===== src/rtl/clk_edge_meas_if.sv =====
// Measurement bundle between the external-clock measurement block and its
// consumer (amplifier interface sequencer). The measurement block is the master.
interface clk_edge_meas_if #(
  parameter int CNT_W = 8
);
  logic             clk_ext;
  logic             rise_pulse;
  logic             fall_pulse;
  logic [CNT_W-1:0] period;
  logic             period_valid;
  logic             locked;
  logic             lost;

  modport master (
    input  clk_ext,
    output rise_pulse, fall_pulse, period, period_valid, locked, lost
  );

  modport slave (
    output clk_ext,
    input  rise_pulse, fall_pulse, period, period_valid, locked, lost
  );
endinterface


===== src/rtl/clk_edge_meas.sv =====
// Brings a slow asynchronous external clock into the clk_in domain, emits
// rise/fall strobes, measures the rising-edge period, and tracks lock/loss.
module clk_edge_meas #(
  parameter int CNT_W  = 8,
  parameter int LOCK_N = 4,
  parameter int TOL    = 1
) (
  input  logic              clk_in,
  input  logic              resetb,
  clk_edge_meas_if.master   meas
);

  localparam int                 MATCH_W    = $clog2(LOCK_N + 1);
  localparam logic [CNT_W-1:0]   CNT_MAX    = '1;
  localparam logic [CNT_W:0]     TOL_V      = (CNT_W + 1)'(TOL);
  localparam logic [MATCH_W-1:0] MATCH_LAST = MATCH_W'(LOCK_N - 1);
  localparam logic [MATCH_W-1:0] MATCH_FULL = MATCH_W'(LOCK_N);

  localparam logic [1:0] ST_IDLE   = 2'd0;
  localparam logic [1:0] ST_ARMED  = 2'd1;
  localparam logic [1:0] ST_TRACK  = 2'd2;
  localparam logic [1:0] ST_LOCKED = 2'd3;

  logic               sync1, sync2, hist;
  logic               rise_i, fall_i;
  logic               rise_q, fall_q;
  logic [CNT_W-1:0]   cnt;
  logic [CNT_W-1:0]   period_q;
  logic [MATCH_W-1:0] match_q;
  logic [1:0]         state;
  logic               valid_q, locked_q, lost_q;
  logic [CNT_W:0]     diff;
  logic               in_tol;

  // Two-flop synchroniser plus history flop for edge detection.
  // NOTE: reset is synchronous (sampled on clk_in), so it sits inside the
  // clocked branch and not in the sensitivity list; state uses <= so every
  // flop samples pre-edge values and the shift chain cannot collapse.
  always_ff @(posedge clk_in) begin
    if (!resetb) begin
      sync1 <= 1'b0;
      sync2 <= 1'b0;
      hist  <= 1'b0;
    end else begin
      sync1 <= meas.clk_ext;
      sync2 <= sync1;
      hist  <= sync2;
    end
  end

  assign rise_i = sync2 & ~hist;
  assign fall_i = ~sync2 & hist;

  // Registered one-cycle edge strobes.
  always_ff @(posedge clk_in) begin
    if (!resetb) begin
      rise_q <= 1'b0;
      fall_q <= 1'b0;
    end else begin
      rise_q <= rise_i;
      fall_q <= fall_i;
    end
  end

  // Free-running period counter, restarted at 1 on each rise, saturating at max.
  always_ff @(posedge clk_in) begin
    if (!resetb) begin
      cnt <= '0;
    end else if (rise_i) begin
      cnt <= CNT_W'(1);
    end else if (cnt != CNT_MAX) begin
      cnt <= cnt + 1'b1;
    end
  end

  // Absolute difference between the new count and the previous period, one
  // bit wider than the counter so neither ordering can wrap.
  // NOTE: every output of this block is assigned on all paths so no latch forms.
  always_comb begin
    if (cnt >= period_q) begin
      diff = {1'b0, cnt} - {1'b0, period_q};
    end else begin
      diff = {1'b0, period_q} - {1'b0, cnt};
    end
    in_tol = (diff <= TOL_V);
  end

  // Lock state machine; all updates land on the edge that raises rise_pulse.
  always_ff @(posedge clk_in) begin
    if (!resetb) begin
      state    <= ST_IDLE;
      period_q <= '0;
      match_q  <= '0;
      valid_q  <= 1'b0;
      locked_q <= 1'b0;
      lost_q   <= 1'b0;
    end else begin
      lost_q <= 1'b0;
      if (state != ST_IDLE && cnt == CNT_MAX) begin
        // Timeout, or a rise whose period is out of range: drop the
        // measurement; a coincident rise becomes the new reference.
        lost_q   <= 1'b1;
        valid_q  <= 1'b0;
        locked_q <= 1'b0;
        match_q  <= '0;
        state    <= rise_i ? ST_ARMED : ST_IDLE;
      end else if (rise_i) begin
        case (state)
          ST_IDLE: begin
            state <= ST_ARMED;
          end
          ST_ARMED: begin
            state    <= ST_TRACK;
            period_q <= cnt;
            valid_q  <= 1'b1;
            match_q  <= '0;
          end
          ST_TRACK: begin
            period_q <= cnt;
            if (!in_tol) begin
              match_q <= '0;
            end else if (match_q == MATCH_LAST) begin
              match_q  <= MATCH_FULL;
              locked_q <= 1'b1;
              state    <= ST_LOCKED;
            end else begin
              match_q <= match_q + 1'b1;
            end
          end
          ST_LOCKED: begin
            period_q <= cnt;
            if (!in_tol) begin
              state    <= ST_TRACK;
              match_q  <= '0;
              locked_q <= 1'b0;
            end
          end
          default: state <= ST_IDLE;
        endcase
      end
    end
  end

  assign meas.rise_pulse   = rise_q;
  assign meas.fall_pulse   = fall_q;
  assign meas.period       = period_q;
  assign meas.period_valid = valid_q;
  assign meas.locked       = locked_q;
  assign meas.lost         = lost_q;

endmodule


===== src/flat_wrapper.sv =====
// flat-port wrapper written by rule: the top's interface ports become plain ports
module clk_edge_meas_flat 
#(
  parameter int CNT_W  = 8,
  parameter int LOCK_N = 4,
  parameter int TOL    = 1
)
  (clk_in, resetb, meas_clk_ext, meas_rise_pulse, meas_fall_pulse, meas_period, meas_period_valid, meas_locked, meas_lost);
  clk_edge_meas_if #(.CNT_W(CNT_W)) meas_i ();
  input  logic clk_in;
  input  logic resetb;
  input wire logic [$bits(meas_i.clk_ext)-1:0] meas_clk_ext;
  output wire logic [$bits(meas_i.rise_pulse)-1:0] meas_rise_pulse;
  output wire logic [$bits(meas_i.fall_pulse)-1:0] meas_fall_pulse;
  output wire logic [$bits(meas_i.period)-1:0] meas_period;
  output wire logic [$bits(meas_i.period_valid)-1:0] meas_period_valid;
  output wire logic [$bits(meas_i.locked)-1:0] meas_locked;
  output wire logic [$bits(meas_i.lost)-1:0] meas_lost;
  assign meas_i.clk_ext = meas_clk_ext;
  assign meas_rise_pulse = meas_i.rise_pulse;
  assign meas_fall_pulse = meas_i.fall_pulse;
  assign meas_period = meas_i.period;
  assign meas_period_valid = meas_i.period_valid;
  assign meas_locked = meas_i.locked;
  assign meas_lost = meas_i.lost;
  clk_edge_meas #(.CNT_W(CNT_W), .LOCK_N(LOCK_N), .TOL(TOL)) u_core (.clk_in(clk_in), .resetb(resetb), .meas(meas_i));
endmodule

===== config.mk =====
export PLATFORM = sky130hd
export DESIGN_NAME = clk_edge_meas_flat
export DESIGN_NICKNAME = d
export VERILOG_FILES = /design/src/rtl/clk_edge_meas_if.sv /design/src/rtl/clk_edge_meas.sv /design/src/flat_wrapper.sv
export SDC_FILE = /design/constraint.sdc
export NUM_CORES = 1
export LEC_CHECK = 0
export CAP_MARGIN = 20
export CORE_ASPECT_RATIO = 0.9
export CORE_MARGIN = 4
export CORE_UTILIZATION = 30
export CTS_CLUSTER_SIZE = 16
export DETAILED_ROUTE_END_ITERATION = 7
export PLACE_DENSITY_LB_ADDON = 0.05
export SLEW_MARGIN = 20
export SYNTH_ARGS = -nofsm -noshare
export SYNTH_HDL_FRONTEND = slang
export SYNTH_SLANG_ARGS = --single-unit

===== constraint.sdc =====
create_clock -name clk_in -period 2.7 [get_ports clk_in]
set_input_delay 0.54 -clock clk_in [delete_from_list [all_inputs] [get_ports clk_in]]
set_output_delay 0.54 -clock clk_in [all_outputs]
set_load 0.02 [all_outputs]

==> implementation parameters <==
Parameter                              Value

Status
  Status    finished, violations left
  Violations in the final reports    setup timing

Worst setup path
  Type of the worst setup path    reg2reg
  Worst Path Buf+Inv    2
  Library cell appearing most often on the critical path    a311o_1
  Nature of the critical path endpoint    flop
  Critical register-to-register path startpoint    u_core.meas.period[0]$_SDFFE_PN0P_
  Terminus of the critical flop-to-flop path    u_core.match_q[2]$_SDFFE_PP0P_
  Worst reg-to-reg setup slack    -0.01 ns
  Nature of the critical path startpoint    flop
  Cell with the largest stage delay on the worst path    dfxtp_4
  Data arrival at the endpoint of the critical path    2.93 ns
  Worst path required time    2.91 ns
  Kind of cell adding the most delay to the critical path    compound AO/OA/AOI/OAI gates
  Maximum fanout along the worst path    4
  CP Depth    12
  R2R cell count    12
  Critical-path cell list    inv_4, ha_4, inv_2, fa_2, xor2_1, a311o_1, a311o_1, a211oi_2, nand3_1, o31ai_4, a31oi_2, o22ai_1
  Largest stage delay on the critical path    0.37 ns

Die
  Core outline area    between 6000 and 7000 um2
  Count of standard-cell rows    28
  Die Height    88.3 um
  Initial Util    0.318
  Area of the die    approximately 8600 um2
  Boundary pin count    16
  Die W    97.2 um

Global routing
  Global-route total usage across every layer    0.145
  Via count of the first global-routing pass    1947
  GR Layer Usage met2    0.221
  GR Util met3    0.0260
  Initial antenna violation count    0
  Pin count of the biggest net entering global routing    17
  GR peak layer    met2
  Sum of overflow across all layers after global routing    0
  First-pass GRT wire length    9840 um
  Met1 track demand over resource in global routing    0.207

Synthesis
  Proportion of register bits with asynchronous set or reset after synthesis    0
  Number of nets produced by synthesis    298
  Most used flip-flop cell after synthesis    dfxtp_1
  Library cell occupying the most area in the post-synthesis netlist    dfxtp_1
  Compound-gate portion of the synthesized area    0.224
  Combinational family with the most area after synthesis    simple AND/OR/NAND/NOR gates
  Synth Register Bits    29
  Sequential-to-total area share from yosys stat    0.270
  Simple-gate portion of the synthesized area    0.256
  Xor-xnor portion of the synthesized cell area    0.0326
  Top area cells in the synthesized netlist    dfxtp_1 (27%), ha_1 (11%), o21ai_0 (4.7%)
  Synth warnings    0
  Synth Area in Adders    0.129
  Mapped Cells    274
  Number of distinct library cell variants in the gate-level netlist after synthesis    52
  Proportion of netlist area held by the largest area contributor    0.270
  Number of synthesized flops with an enable pin    0
  Synthesized cell area    2150 um2
  Post-synthesis mux area share    0.00932
  Syn avg cell area    7.84 um2

Placement
  RD Place Congestion    0.768
  Count of buffers from port buffering    15
  DP HPWL    4600 um

Routing
  Final wirelength    6010 um
  Number of DRC markers after the initial detailed-route iteration    82
  Length of the first detailed-routing pass in iterations    4
  Total via count in the routed design    approximately 2000
  Remaining antenna violation count after routing    0
  Drc violations    0
  Post-DR wirelength/cell    between 10 and 15 um
  Post-DR vias/cell    4.91

Timing
  Worst rel slew slack    0.587
  Post-route setup slack    -0.0115 ns
  Period Utilization, post-route    1.00
  Worst hold margin    between 0.4 and 0.5 ns
  Final-layout setup total negative slack    -0.0334 ns
  Total count of hold-check failures in the final report    0
  RSZ-0062 raised after global routing    true
  Number of pins exceeding their max-slew limit in the final report    0
  Maximum clock frequency    0.369 GHz
  Final setup violation count    3
  Layout Skew    ~0.0024 ns
  Least-Margin Pin Slew    0.614 ns
  Post-layout minimum cycle time    2.71 ns

Run
  Max-cap violation count    0

Clock network
  Number of buffers added by the clock tree synthesis step    5
  Clock edge transition at the registers on the reported setup and hold paths    around 0.07 ns
  Maximum clock path buffer count    2
  CTS Root Cell    clkbuf_8
  Number of sinks on the clock net    29
  Count of H-tree levels built during CTS    2
  TritonCTS clock tree    yes
  Source-to-sink clock delay at the later pin of the worst-skew pair    roughly 0.28 ns

Cells and area
  Most used cells in the layout excluding fill and tap cells    buf_4 (35), dfxtp_1 (27), nor2_1 (23), inv_1 (22), o21ai_0 (20)
  Utilization after layout    0.413
  Fraction of final layout cells sized beyond drive strength 1    0.213
  N_diodes    0
  Most frequent standard cell in the layout excluding fill and tap cells    buf_4
  Number of nets at the end of the flow    342
  Syn-to-layout area delta    30.0%

Power and ir drop
  Fraction of power consumed by sequential logic    0.397
  Total chip power    1.11 mW
  Clock group share of total power    0.429
  LEAKAGE    1.11 nW
  PD cells    roughly 400 nW/um2
  Combinational share of power    0.174
  Switching power    ~280 uW
  Switching Share    0.255
  Internal    831 uW
  IR drop worst, VDD    approximately 0.00022 V

Worst hold path
  Min-delay worst type    reg2reg
  Destination of the worst hold path    u_core.sync2$_SDFF_PN0_
  Hold Path Cell Cnt    1
  Hold Startpoint    u_core.sync1$_SDFF_PN0_
## worst max-delay path by stage
stage / from / end / slack (ns)
after floorplan: u_core.meas.period[1]$_SDFFE_PN0P_ / u_core.state[0]$_SDFFE_PN0P_ / 0.03
after global placement: u_core.cnt[0]$_SDFFE_PN0P_ / u_core.state[0]$_SDFFE_PN0P_ / -0.03
after detailed placement: u_core.meas.period[0]$_SDFFE_PN0P_ / u_core.match_q[2]$_SDFFE_PP0P_ / -0.08
after CTS: u_core.cnt[0]$_SDFFE_PN0P_ / u_core.state[0]$_SDFFE_PN0P_ / 0.0003
after global routing: u_core.meas.period[0]$_SDFFE_PN0P_ / u_core.match_q[2]$_SDFFE_PP0P_ / -0.18
final: u_core.meas.period[0]$_SDFFE_PN0P_ / u_core.match_q[2]$_SDFFE_PP0P_ / -0.01
## flip-flops by register name (all words and copies together) (netlist names)
name,flops
u_core.meas.period,8
u_core.meas.lost,1
u_core.meas.rise_pulse,1
u_core.state,2
u_core.meas.locked,1
u_core.sync1,1
u_core.hist,1
u_core.meas.period_valid,1
u_core.sync2,1
u_core.match_q,3
u_core.cnt,8
u_core.meas.fall_pulse,1
## cells in the mapped netlist (3+ instances only)
| cell type | n |
|---|---|
| clkbuf_1 | 7 |
| nand3_1 | 11 |
| ha_1 | 19 |
| a31oi_1 | 6 |
| xnor2_1 | 4 |
| a21oi_1 | 16 |
| nand2_1 | 19 |
| buf_2 | 3 |
| o21ai_0 | 20 |
| dfxtp_1 | 29 |
| xor2_1 | 4 |
| nor3_1 | 7 |
| nor4_1 | 5 |
| nand3b_1 | 3 |
| inv_1 | 26 |
| nand2b_1 | 4 |
| and2_1 | 12 |
| a211oi_1 | 8 |
| nor2b_1 | 4 |
| nor2_1 | 23 |
## cells by family (layout without fill, tap and decap cells)
group	after synthesis	count (layout)
AND/OR/NAND/NOR	102	102
AO/OA/AOI/OAI	73	73
buffers and inverters	39	84
flip-flops	29	29
XOR/XNOR	8	8
adder cells (fa/ha/maj)	21	21
multiplexers	2	2
## what timing repair did
action                     in CTS  in global routing
setup endpoints to repair       5                  7
resized for setup              10                 12
buffers inserted                1                  4
pin swaps                       3                 11
gates cloned                    0                  0
hold buffers                    0                  0
## stage by stage
stage | worst slack [ns] | area, um2 | instances
detailed placement | -0.0815 | 2560 | 396
global placement | -0.0333 | 2560 | 396
finish | -0.0115 | 2790 | 409
global route | -0.178 | 2790 | 409
CTS | 0.000255 | 2720 | 405
floorplan | 0.0294 | 2150 | 274
## layout make-up
type,count,area [um2]
fill,708,3970
inverter,26,103
timing repair buffer,50,413
clock inverter,1,30.0
clock buffer,7,86.3
sequential,29,588
multi-input combinational,206,1460
tap,90,113
## worst register-to-register path, stage by stage (launching register included)
cell and delay [ns]:
dfxtp_4 0.37, inv_4 0.07, ha_4 0.13, inv_2 0.04, fa_2 0.34, xor2_1 0.17
a311o_1 0.29, a311o_1 0.29, a211oi_2 0.19, nand3_1 0.13, o31ai_4 0.30, a31oi_2 0.15
o22ai_1 0.17
## power groups by stage
stage          clock network, mW  registers, mW  logic, mW
6_report                   0.478          0.443      0.194
5_1_grt                    0.521          0.444      0.217
4_1_cts                    0.502          0.443      0.192
3_5_place_dp                   0          0.452      0.187
3_3_place_gp                   0          0.452      0.188
2_1_floorplan                  0          0.452      0.123
## metal layers
metal,vias up,share of wire
met4,0,0.016
met1,928,0.53
met5,-,0
met2,23,0.42
li1,1049,-
met3,10,0.034
No activity file was read; power rests on OpenSTA's default activity.
